`src/rtl/btn_event_decoder_pkg.sv`:
```
// -----------------------------------------------------------------------------
// btn_event_decoder_pkg
//   Shared definitions for the button event decoder slice: FSM state
//   encodings (3-bit), the LED click counter width and a wrapping counter
//   increment helper.
//   No ports (package).
// -----------------------------------------------------------------------------
package btn_event_decoder_pkg;

   // Gesture classifier states; encodings are fixed so other button
   // consumers can decode a probed state value consistently.
   typedef enum logic [2:0] {
      ST_IDLE      = 3'd0,
      ST_PRESSED   = 3'd1,
      ST_LONG_HELD = 3'd2,
      ST_WAIT_GAP  = 3'd3,
      ST_DC_HELD   = 3'd4
   } btn_state_e;

   // Width of the click counter that drives LED[5:0]
   localparam int unsigned LED_CNT_W = 6;

   // Click counter increment; wraps 63 -> 0 by construction (no saturation)
   function automatic logic [LED_CNT_W-1:0] click_count_inc(input logic [LED_CNT_W-1:0] cnt);
      return cnt + 6'd1;
   endfunction

endpackage

```
`src/rtl/btn_event_decoder_edge_detect.sv`:
```
// -----------------------------------------------------------------------------
// btn_edge_detect
//   Converts a debounced button level into an "active" (pressed) level and
//   single-cycle combinational rise/fall strobes against a registered copy.
//   Reused by any block that consumes the debounced button.
// Parameters
//   ACTIVE_LOW : 1 -> btn_level==0 means pressed, 0 -> btn_level==1 means pressed
// Ports
//   clk       in  system clock
//   rst       in  asynchronous reset, active-high (prev forced to released)
//   btn_level in  debounced button level, synchronous to clk
//   act       out 1 while the button is pressed (combinational)
//   rise      out released -> pressed transition seen this cycle
//   fall      out pressed -> released transition seen this cycle
// -----------------------------------------------------------------------------
module btn_edge_detect #(
   parameter bit ACTIVE_LOW = 1'b1
) (
   input  logic clk,
   input  logic rst,
   input  logic btn_level,
   output logic act,
   output logic rise,
   output logic fall
);

   logic act_s;
   logic prev_r;

   assign act_s = btn_level ^ ACTIVE_LOW;

   // Previous active level; resetting to "released" makes a button held
   // through reset show up as a rise on the first clock afterwards.
   always_ff @(posedge clk or posedge rst) begin
      if (rst) begin
         prev_r <= 1'b0;
      end else begin
         prev_r <= act_s;
      end
   end

   assign act  = act_s;
   assign rise = act_s & ~prev_r;
   assign fall = ~act_s & prev_r;

endmodule

```
`src/rtl/btn_event_decoder.sv`:
```
// -----------------------------------------------------------------------------
// btn_event_decoder
//   Classifies the debounced button level into press/release edges, short
//   click, long press and (optionally) double click, and counts short clicks
//   on a wrapping 6-bit counter for the LEDs. All event outputs are
//   registered one-cycle pulses; held and click_count are registered levels.
// Configuration
//   BTN_DOUBLE_CLICK_EN defined   : after a short press, wait up to GAP_CYCLES
//                                   for a second press (double_click) before
//                                   declaring a short_click.
//   BTN_DOUBLE_CLICK_EN undefined : short_click fires on the release edge,
//                                   double_click is constant 0, GAP_CYCLES unused.
// Parameters
//   ACTIVE_LOW  : 1 -> btn_level==0 means pressed
//   LONG_CYCLES : pressed cycles before long_press (>=2)
//   GAP_CYCLES  : max released cycles between the clicks of a double click (>=2)
//   CNT_W       : timer width, 2**CNT_W > max(LONG_CYCLES, GAP_CYCLES)
// Ports
//   clk           in  system clock
//   rst           in  asynchronous reset, active-high
//   btn_level     in  debounced button level
//   press_pulse   out pulse on every released->pressed transition
//   release_pulse out pulse on every pressed->released transition
//   short_click   out pulse for a single click shorter than LONG_CYCLES
//   long_press    out pulse when a hold reaches LONG_CYCLES
//   double_click  out pulse on the second press of a double click
//   held          out level, button currently pressed
//   click_count   out short_click counter (wraps), drives LED[5:0]
// -----------------------------------------------------------------------------
module btn_event_decoder
   import btn_event_decoder_pkg::*;
#(
   parameter bit          ACTIVE_LOW  = 1'b1,
   parameter int unsigned LONG_CYCLES = 27_000_000,
   parameter int unsigned GAP_CYCLES  = 8_100_000,
   parameter int unsigned CNT_W       = 25
) (
   input  logic                 clk,
   input  logic                 rst,
   input  logic                 btn_level,
   output logic                 press_pulse,
   output logic                 release_pulse,
   output logic                 short_click,
   output logic                 long_press,
   output logic                 double_click,
   output logic                 held,
   output logic [LED_CNT_W-1:0] click_count
);

   // Last timer value of a hold; reaching it while still pressed is a long press
   localparam logic [CNT_W-1:0] LONG_LAST = CNT_W'(LONG_CYCLES - 1);
`ifdef BTN_DOUBLE_CLICK_EN
   // Last released cycle in which a second press still counts as a double click
   localparam logic [CNT_W-1:0] GAP_LAST  = CNT_W'(GAP_CYCLES - 1);
`endif

   logic                 act_s;
   logic                 rise_s;
   logic                 fall_s;

   btn_state_e           state_r;
   btn_state_e           state_nxt_s;
   logic [CNT_W-1:0]     timer_r;
   logic [CNT_W-1:0]     timer_nxt_s;

   logic                 short_nxt_s;
   logic                 long_nxt_s;
   logic                 dbl_nxt_s;

   logic                 press_r;
   logic                 release_r;
   logic                 short_r;
   logic                 long_r;
   logic                 dbl_r;
   logic                 held_r;
   logic [LED_CNT_W-1:0] count_r;

   btn_edge_detect #(
      .ACTIVE_LOW (ACTIVE_LOW)
   ) u_edge (
      .clk       (clk),
      .rst       (rst),
      .btn_level (btn_level),
      .act       (act_s),
      .rise      (rise_s),
      .fall      (fall_s)
   );

   // Next-state, timer and event decode for the gesture classifier.
   // The timer is cleared on every state change so it never passes the
   // threshold of the state it is timing.
   always_comb begin
      state_nxt_s = state_r;
      timer_nxt_s = timer_r;
      short_nxt_s = 1'b0;
      long_nxt_s  = 1'b0;
      dbl_nxt_s   = 1'b0;
      case (state_r)
         ST_IDLE: begin
            timer_nxt_s = {CNT_W{1'b0}};
            if (rise_s) begin
               state_nxt_s = ST_PRESSED;
            end else begin
               state_nxt_s = ST_IDLE;
            end
         end
         ST_PRESSED: begin
            // A fall on the threshold cycle still counts as a short press
            if (fall_s) begin
               timer_nxt_s = {CNT_W{1'b0}};
`ifdef BTN_DOUBLE_CLICK_EN
               state_nxt_s = ST_WAIT_GAP;
`else
               short_nxt_s = 1'b1;
               state_nxt_s = ST_IDLE;
`endif
            end else if (timer_r == LONG_LAST) begin
               long_nxt_s  = 1'b1;
               timer_nxt_s = {CNT_W{1'b0}};
               state_nxt_s = ST_LONG_HELD;
            end else begin
               timer_nxt_s = timer_r + CNT_W'(1'b1);
            end
         end
         ST_LONG_HELD: begin
            // A long hold never turns into a click
            timer_nxt_s = {CNT_W{1'b0}};
            if (fall_s) begin
               state_nxt_s = ST_IDLE;
            end else begin
               state_nxt_s = ST_LONG_HELD;
            end
         end
`ifdef BTN_DOUBLE_CLICK_EN
         ST_WAIT_GAP: begin
            // A second press on the expiry cycle still wins as a double click
            if (rise_s) begin
               dbl_nxt_s   = 1'b1;
               timer_nxt_s = {CNT_W{1'b0}};
               state_nxt_s = ST_DC_HELD;
            end else if (timer_r == GAP_LAST) begin
               short_nxt_s = 1'b1;
               timer_nxt_s = {CNT_W{1'b0}};
               state_nxt_s = ST_IDLE;
            end else begin
               timer_nxt_s = timer_r + CNT_W'(1'b1);
            end
         end
         ST_DC_HELD: begin
            // Second press of a double click: no long detection here
            timer_nxt_s = {CNT_W{1'b0}};
            if (fall_s) begin
               state_nxt_s = ST_IDLE;
            end else begin
               state_nxt_s = ST_DC_HELD;
            end
         end
`endif
         default: begin
            timer_nxt_s = {CNT_W{1'b0}};
            state_nxt_s = ST_IDLE;
         end
      endcase
   end

   // State and timer registers
   always_ff @(posedge clk or posedge rst) begin
      if (rst) begin
         state_r <= ST_IDLE;
         timer_r <= {CNT_W{1'b0}};
      end else begin
         state_r <= state_nxt_s;
         timer_r <= timer_nxt_s;
      end
   end

   // Registered event outputs, held level and the wrapping click counter;
   // all sample on the same edge as the transition they report.
   always_ff @(posedge clk or posedge rst) begin
      if (rst) begin
         press_r   <= 1'b0;
         release_r <= 1'b0;
         short_r   <= 1'b0;
         long_r    <= 1'b0;
         dbl_r     <= 1'b0;
         held_r    <= 1'b0;
         count_r   <= {LED_CNT_W{1'b0}};
      end else begin
         press_r   <= rise_s;
         release_r <= fall_s;
         short_r   <= short_nxt_s;
         long_r    <= long_nxt_s;
         dbl_r     <= dbl_nxt_s;
         held_r    <= act_s;
         if (short_nxt_s) begin
            count_r <= click_count_inc(count_r);
         end else begin
            count_r <= count_r;
         end
      end
   end

   assign press_pulse   = press_r;
   assign release_pulse = release_r;
   assign short_click   = short_r;
   assign long_press    = long_r;
   assign double_click  = dbl_r;
   assign held          = held_r;
   assign click_count   = count_r;

endmodule

```
`config.mk`:
```
export PLATFORM = sky130hd
export DESIGN_NAME = btn_event_decoder
export DESIGN_NICKNAME = d
export VERILOG_FILES = /design/src/rtl/btn_event_decoder_pkg.sv /design/src/rtl/btn_event_decoder_edge_detect.sv /design/src/rtl/btn_event_decoder.sv
export SDC_FILE = /design/constraint.sdc
export NUM_CORES = 1
export LEC_CHECK = 0
export CORE_ASPECT_RATIO = 2
export CORE_MARGIN = 2
export CORE_UTILIZATION = 30
export CTS_BUF_LIST = sky130_fd_sc_hd__clkbuf_8
export CTS_CLUSTER_SIZE = 40
export DETAILED_ROUTE_END_ITERATION = 10
export MAX_ROUTING_LAYER = met4
export PLACE_DENSITY_LB_ADDON = 0.25
export SLEW_MARGIN = 15
export SYNTH_ARGS = -nofsm -noshare
export SYNTH_HDL_FRONTEND = slang
export SYNTH_HIERARCHICAL = 1
export SYNTH_SLANG_ARGS = --single-unit
```
`constraint.sdc`:
```
create_clock -name clk -period 3.1 [get_ports clk]
set_input_delay 0.31 -clock clk [delete_from_list [all_inputs] [get_ports clk]]
set_output_delay 0.31 -clock clk [all_outputs]
set_load 0.005 [all_outputs]
```
**After elaboration in Yosys (flattened, before gate mapping)**

Index checks and enable logic that the tools add are counted.

- Word-level logic and storage cells: 32
- Bits in latches: 0
- Memories kept: 0
- Register bits after elaboration: 39
- Memory bits (read-only): 0
- Output and inout bits: 12
- Bits of input ports: 3
- Memory bits (writable): 0

- Bitwise gates (word level): 4
- Reductions and logical operators: 1
- Divide/modulo/power cells: 0
- Add/sub/neg operators: 2
- Muxes and demuxes: 13
- Equal/unequal tests: 4
- Shift operators: 0
- $mul: 0
- $lt $le $gt $ge: 0

Operator list:

| kind | count |
|---|---|
| 25-bit 2-to-1 mux | 3 |
| 25-bit by 1-bit adder with 25-bit output, second input constant | 1 |
| 25-bit == test, second input constant | 1 |
| 3-bit one-hot mux with 3 select lines | 1 |
| 6-bit by 1-bit adder with 6-bit output, second input constant | 1 |
| 1-bit 2-to-1 mux | 6 |
| 3-bit 2-to-1 mux | 2 |
| 3-bit by 1-bit == test with 1-bit output, second input constant | 1 |
| 3-bit by 2-bit == test with 1-bit output, second input constant | 1 |
| 3-bit zero test | 1 |
| 3-bit != test, second input constant | 1 |
| 1-bit AND | 2 |
| 2-bit 2-to-1 mux | 1 |
| 1-bit inverter | 2 |

**Longest topological paths before layout**

- Depth in word-level cells: 4
- Mapped depth: 8
- Gate-level depth less buffers: 6

**Modules after synthesis**

The synthesis kept the hierarchy.

Modules (own cells, without submodules):

| module | area each (um^2) | cells each | instances | sequential area each (um^2) |
|---|---|---|---|---|
| btn_event_decoder | 1820.5 | 179 | 1 | 950.9 |
| btn_edge_detect | 42.5 | 5 | 1 | 25.0 |

**Worst setup path before layout**

OpenSTA, ideal clock, no wires.

- Kind: reg-to-reg
- Start point: register timer_r[0]
- End point: register timer_r[24]
- Cell stages (with the launch flop): 8
- Library setup time: 77 ps
- Data required time: 3023 ps
- Path slack: 1057 ps
- Period minus slack after synthesis: 2043 ps
- Arrival: 1966 ps
- Buffers on the path: 2
- Path through: dfrtp_1 -> ha_1 -> clkbuf_1 -> nand3_1 -> or4_1 -> buf_2 -> or4_1 -> a21oi_1

- Longest elaborated chain between the ends: 4
- Elaborated cells on any way between the ends: 5
- Classes of those cells: 1 x add/sub; 1 x eq/ne; 3 x mux

Ends and longest elaborated chain:

| item | RTL line | text |
|---|---|---|
| start: declaration | btn_event_decoder.sv:63 | `logic [CNT_W-1:0] timer_r;` |
| start signal: assignment | btn_event_decoder.sv:170 | `timer_r <= {CNT_W{1'b0}};` |
| start signal: assignment | btn_event_decoder.sv:173 | `timer_r <= timer_nxt_s;` |
| 25-bit by 1-bit adder with 25-bit output / 25-bit == test (equally long branches) | btn_event_decoder.sv:122, btn_event_decoder.sv:117 |  |
| 25-bit 2-to-1 mux * | btn_event_decoder.sv:117 | `end else if (timer_r == LONG_LAST) begin` |
| 25-bit 2-to-1 mux * | btn_event_decoder.sv:109 | `if (fall_s) begin` |
| 25-bit 2-to-1 mux * | btn_event_decoder.sv:98 | `case (state_r)` |
| named net timer_nxt_s[24] | btn_event_decoder.sv:64 | `logic [CNT_W-1:0] timer_nxt_s;` |

The timed path passes the listed nets; every way through them passes the cells marked *.
A chain may end at the register's enable or synchronous reset.

**Final worst setup path**

- Start point: register timer_r[0]
- End point: register state_r[0]

- Longest elaborated chain between the ends: 2

Ends and longest elaborated chain:

| item | RTL line | text |
|---|---|---|
| 25-bit == test | btn_event_decoder.sv:117 |  |
| 3-bit != test (no source line) | - |  |
| end signal: assignment | btn_event_decoder.sv:172 | `state_r <= state_nxt_s;` |
| end: declaration | btn_event_decoder.sv:61 | `btn_state_e state_r;` |

No other way between the ends.

==> impl_metrics.tcl <==
set metrics [dict create \
    status "finished clean" \
    synth.area.top_cells "dfrtp_1 52%, xnor2_1 4.7%, nor2_1 3.8%" \
    cts_resized 0 \
    grt_use_total_pct 13.3 \
    cts.path.max_buffers 2 \
    path_clk_slew_ps 80 \
    root_buffer "clkbuf_8" \
    start_kind "register" \
    num_vias 1322 \
    crit_slowest_cell "a31o_2" \
    postRouteAntennaNets 0 \
    hold_class "primary input to asynchronous set/reset pin" \
    rsz0062_at_grt "false" \
    cts_buffers 5 \
    dr.pass1.iters 4 \
    synth_cell_types 35 \
    ios 15 \
    final_core_util_pct 36.1 \
    synthFlopType "dfrtp_1" \
    first_global_vias 1396 \
    cts.sink_count 39 \
    p_leak_nw 0.881 \
    synth_fp_nets 192 \
    synth_area_leader_cell "dfrtp_1" \
    tightest_slew_ps 591 \
    fin_crit_ps 2080 \
    drc 0 \
    die_h_um 115 \
    synth_top_cell_area_share_pct 52.4 \
    grt_max_degree 28 \
    drt_iter0_markers 16 \
    htree_levels 2 \
    ys_seq_elements 39 \
    seq_area_frac_synth_pct 52.4 \
    clock_latency_ps 300 \
    required_ps 3330 \
    drive_gt1_share_pct 8.67 \
    vdd_drop_max_uv 402 \
    cts_tree "built" \
    core_um2 6010 \
    finalSetupViolations 0 \
    num_rows 40 \
    hold_viol 0 \
    syn_inst 184 \
    start_util_pct 31.0 \
    timing_worst_setup_path_type "register to register" \
    yosysWarnings 6 \
    avgSynthCellArea_um2 10.1 \
    drv_cap 0 \
    antenna_cells 0 \
    syn_area_um2 1860 \
    arrival_ps 2320 \
    wl_per_cell_um 14.5 \
    gp_congestion 0.707 \
    max_slew_margin_pct 60.6 \
    cellPowerDensity_nw_per_um2 565 \
    cp_num_buf_inv 0 \
    crit_chain "ha_1 > nand2_1 > nor4_1 > a31o_2 > mux2i_1" \
    portBuffers 13 \
    die_w_um 59.7 \
    design.die.area_um2 6890 \
    critPathMaxFanout 27 \
    syn_to_final_growth_pct 16.3 \
    layout.nets 203 \
    whs_ps 174 \
    synthArstFlopShare_pct 100 \
    fin_setup_tns_ps 0 \
    wirelength_um 3750 \
    crit_family "compound AO/OA/AOI/OAI gates" \
    max_stage_delay_ps 600 \
    critPathCaptureType "register" \
    overflow 0 \
    hpwlAfterDp_um 2750 \
    postCtsHoldBufs 0 \
    slew_violations 0 \
    cts_setup_buffers 0 \
    synth-edff-count 0 \
    fmax_ghz 0.480 \
    grt_pass1_wl_um 6510 \
    vias_per_cell 5.10 \
    fin_crit_sh_pct 67.2 \
    skew_ps 9.93 \
    antenna_found_initial 0 \
]
## stage by stage
step	cell area (um2)	power [mW]	setup slack, ps	cells
4_1_cts	2170	1.24	980	259
2_1_floorplan	1860	0.664	1060	184
6_report	2170	1.22	1020	259
3_3_place_gp	2030	0.736	996	251
3_5_place_dp	2030	0.737	964	251
5_1_grt	2170	1.29	742	259
## power breakdown
| part | switching [mW] | internal, mW | leakage [nW] |
|---|---|---|---|
| Sequential | 0.0343 | 0.542 | 0.532 |
| Combinational | 0.0708 | 0.0758 | 0.279 |
| Clock | 0.183 | 0.318 | 0.0695 |
| Total | 0.288 | 0.936 | 0.881 |
## area by class of cell
class | instances | area [um2]
sequential | 39 | 976
tap | 63 | 78.8
fill | 609 | 3840
clock buffer | 5 | 68.8
clock inverter | 3 | 63.8
multi-input combinational | 127 | 811
inverter | 8 | 30.0
timing repair buffer | 14 | 138
## cells in the mapped netlist (2+ instances only)
library cell / number
or3_1: 5
mux2i_1: 2
o31ai_1: 3
o21ai_0: 7
nand2_1: 13
nand3_1: 7
nor4_1: 3
or3_2: 3
xnor2_1: 10
xor2_1: 8
or4_1: 5
a21oi_1: 10
and3_1: 2
buf_2: 3
nor2_1: 19
nor3_1: 3
buf_1: 2
and2_1: 2
nand4_1: 10
dfrtp_1: 39
clkbuf_1: 3
ha_1: 5
inv_1: 8
## flip-flops by register name (all words and copies together) (netlist names)
register       flops
click_count        6
held               1
release_pulse      1
long_press         1
press_pulse        1
timer_r           25
short_click        1
state_r            2
u_edge/prev_r      1
## per-layer routing
layer	track usage (%)	wire, um	vias up
li1	-	-	655
met1	13.2	1380	636
met2	22.6	2140	20
met3	2.57	103	11
met4	8.44	119	0
met5	-	0	-
## placed cells by master, fill, tap and decap left out, drive strengths merged
cell type,n
dfrtp,39
nor2,19
nand2,13
clkdlybuf4s50,13
nand4,11
a21oi,10
xnor2,10
inv,9
xor2,8
or3,8
nand3,7
o21ai,7
or4,5
ha,5
clkbuf,5
o31ai,3
nor4,3
nor3,3
and3,3
and2,2
mux2i,2
bufinv,2
and4,2
nand4bb,1
nand2b,1
a31o,1
mux2,1
or2,1
conb,1
buf,1
## cells by family (layout without fill, tap and decap cells)
kind of cell,Yosys count,after routing,synth area share (%)
AOI/OAI and AO/OA,21,21,6.25
xor gates and xnor gates,18,18,8.46
adders and majority gates,5,5,3.36
buffers and inverters,18,30,4.10
DFF,39,39,52.4
muxes,3,3,1.68
other,1,1,0.201
and+or+nand+nor,79,79,23.6
## worst paths after layout
path                          startpoint             to  slack (ps)  cells after the start
max                           timer_r[0]     state_r[0]        1020                      5
min                                  rst  u_edge/prev_r         170                      2
max reg2reg                   timer_r[0]     state_r[0]        1020                      5
max in group asynchronous            rst           held        2020                      3
min reg2reg                u_edge/prev_r    press_pulse         450                      1
min in group clk           u_edge/prev_r    press_pulse         450                      1
(Power assumes the default switching activity.)
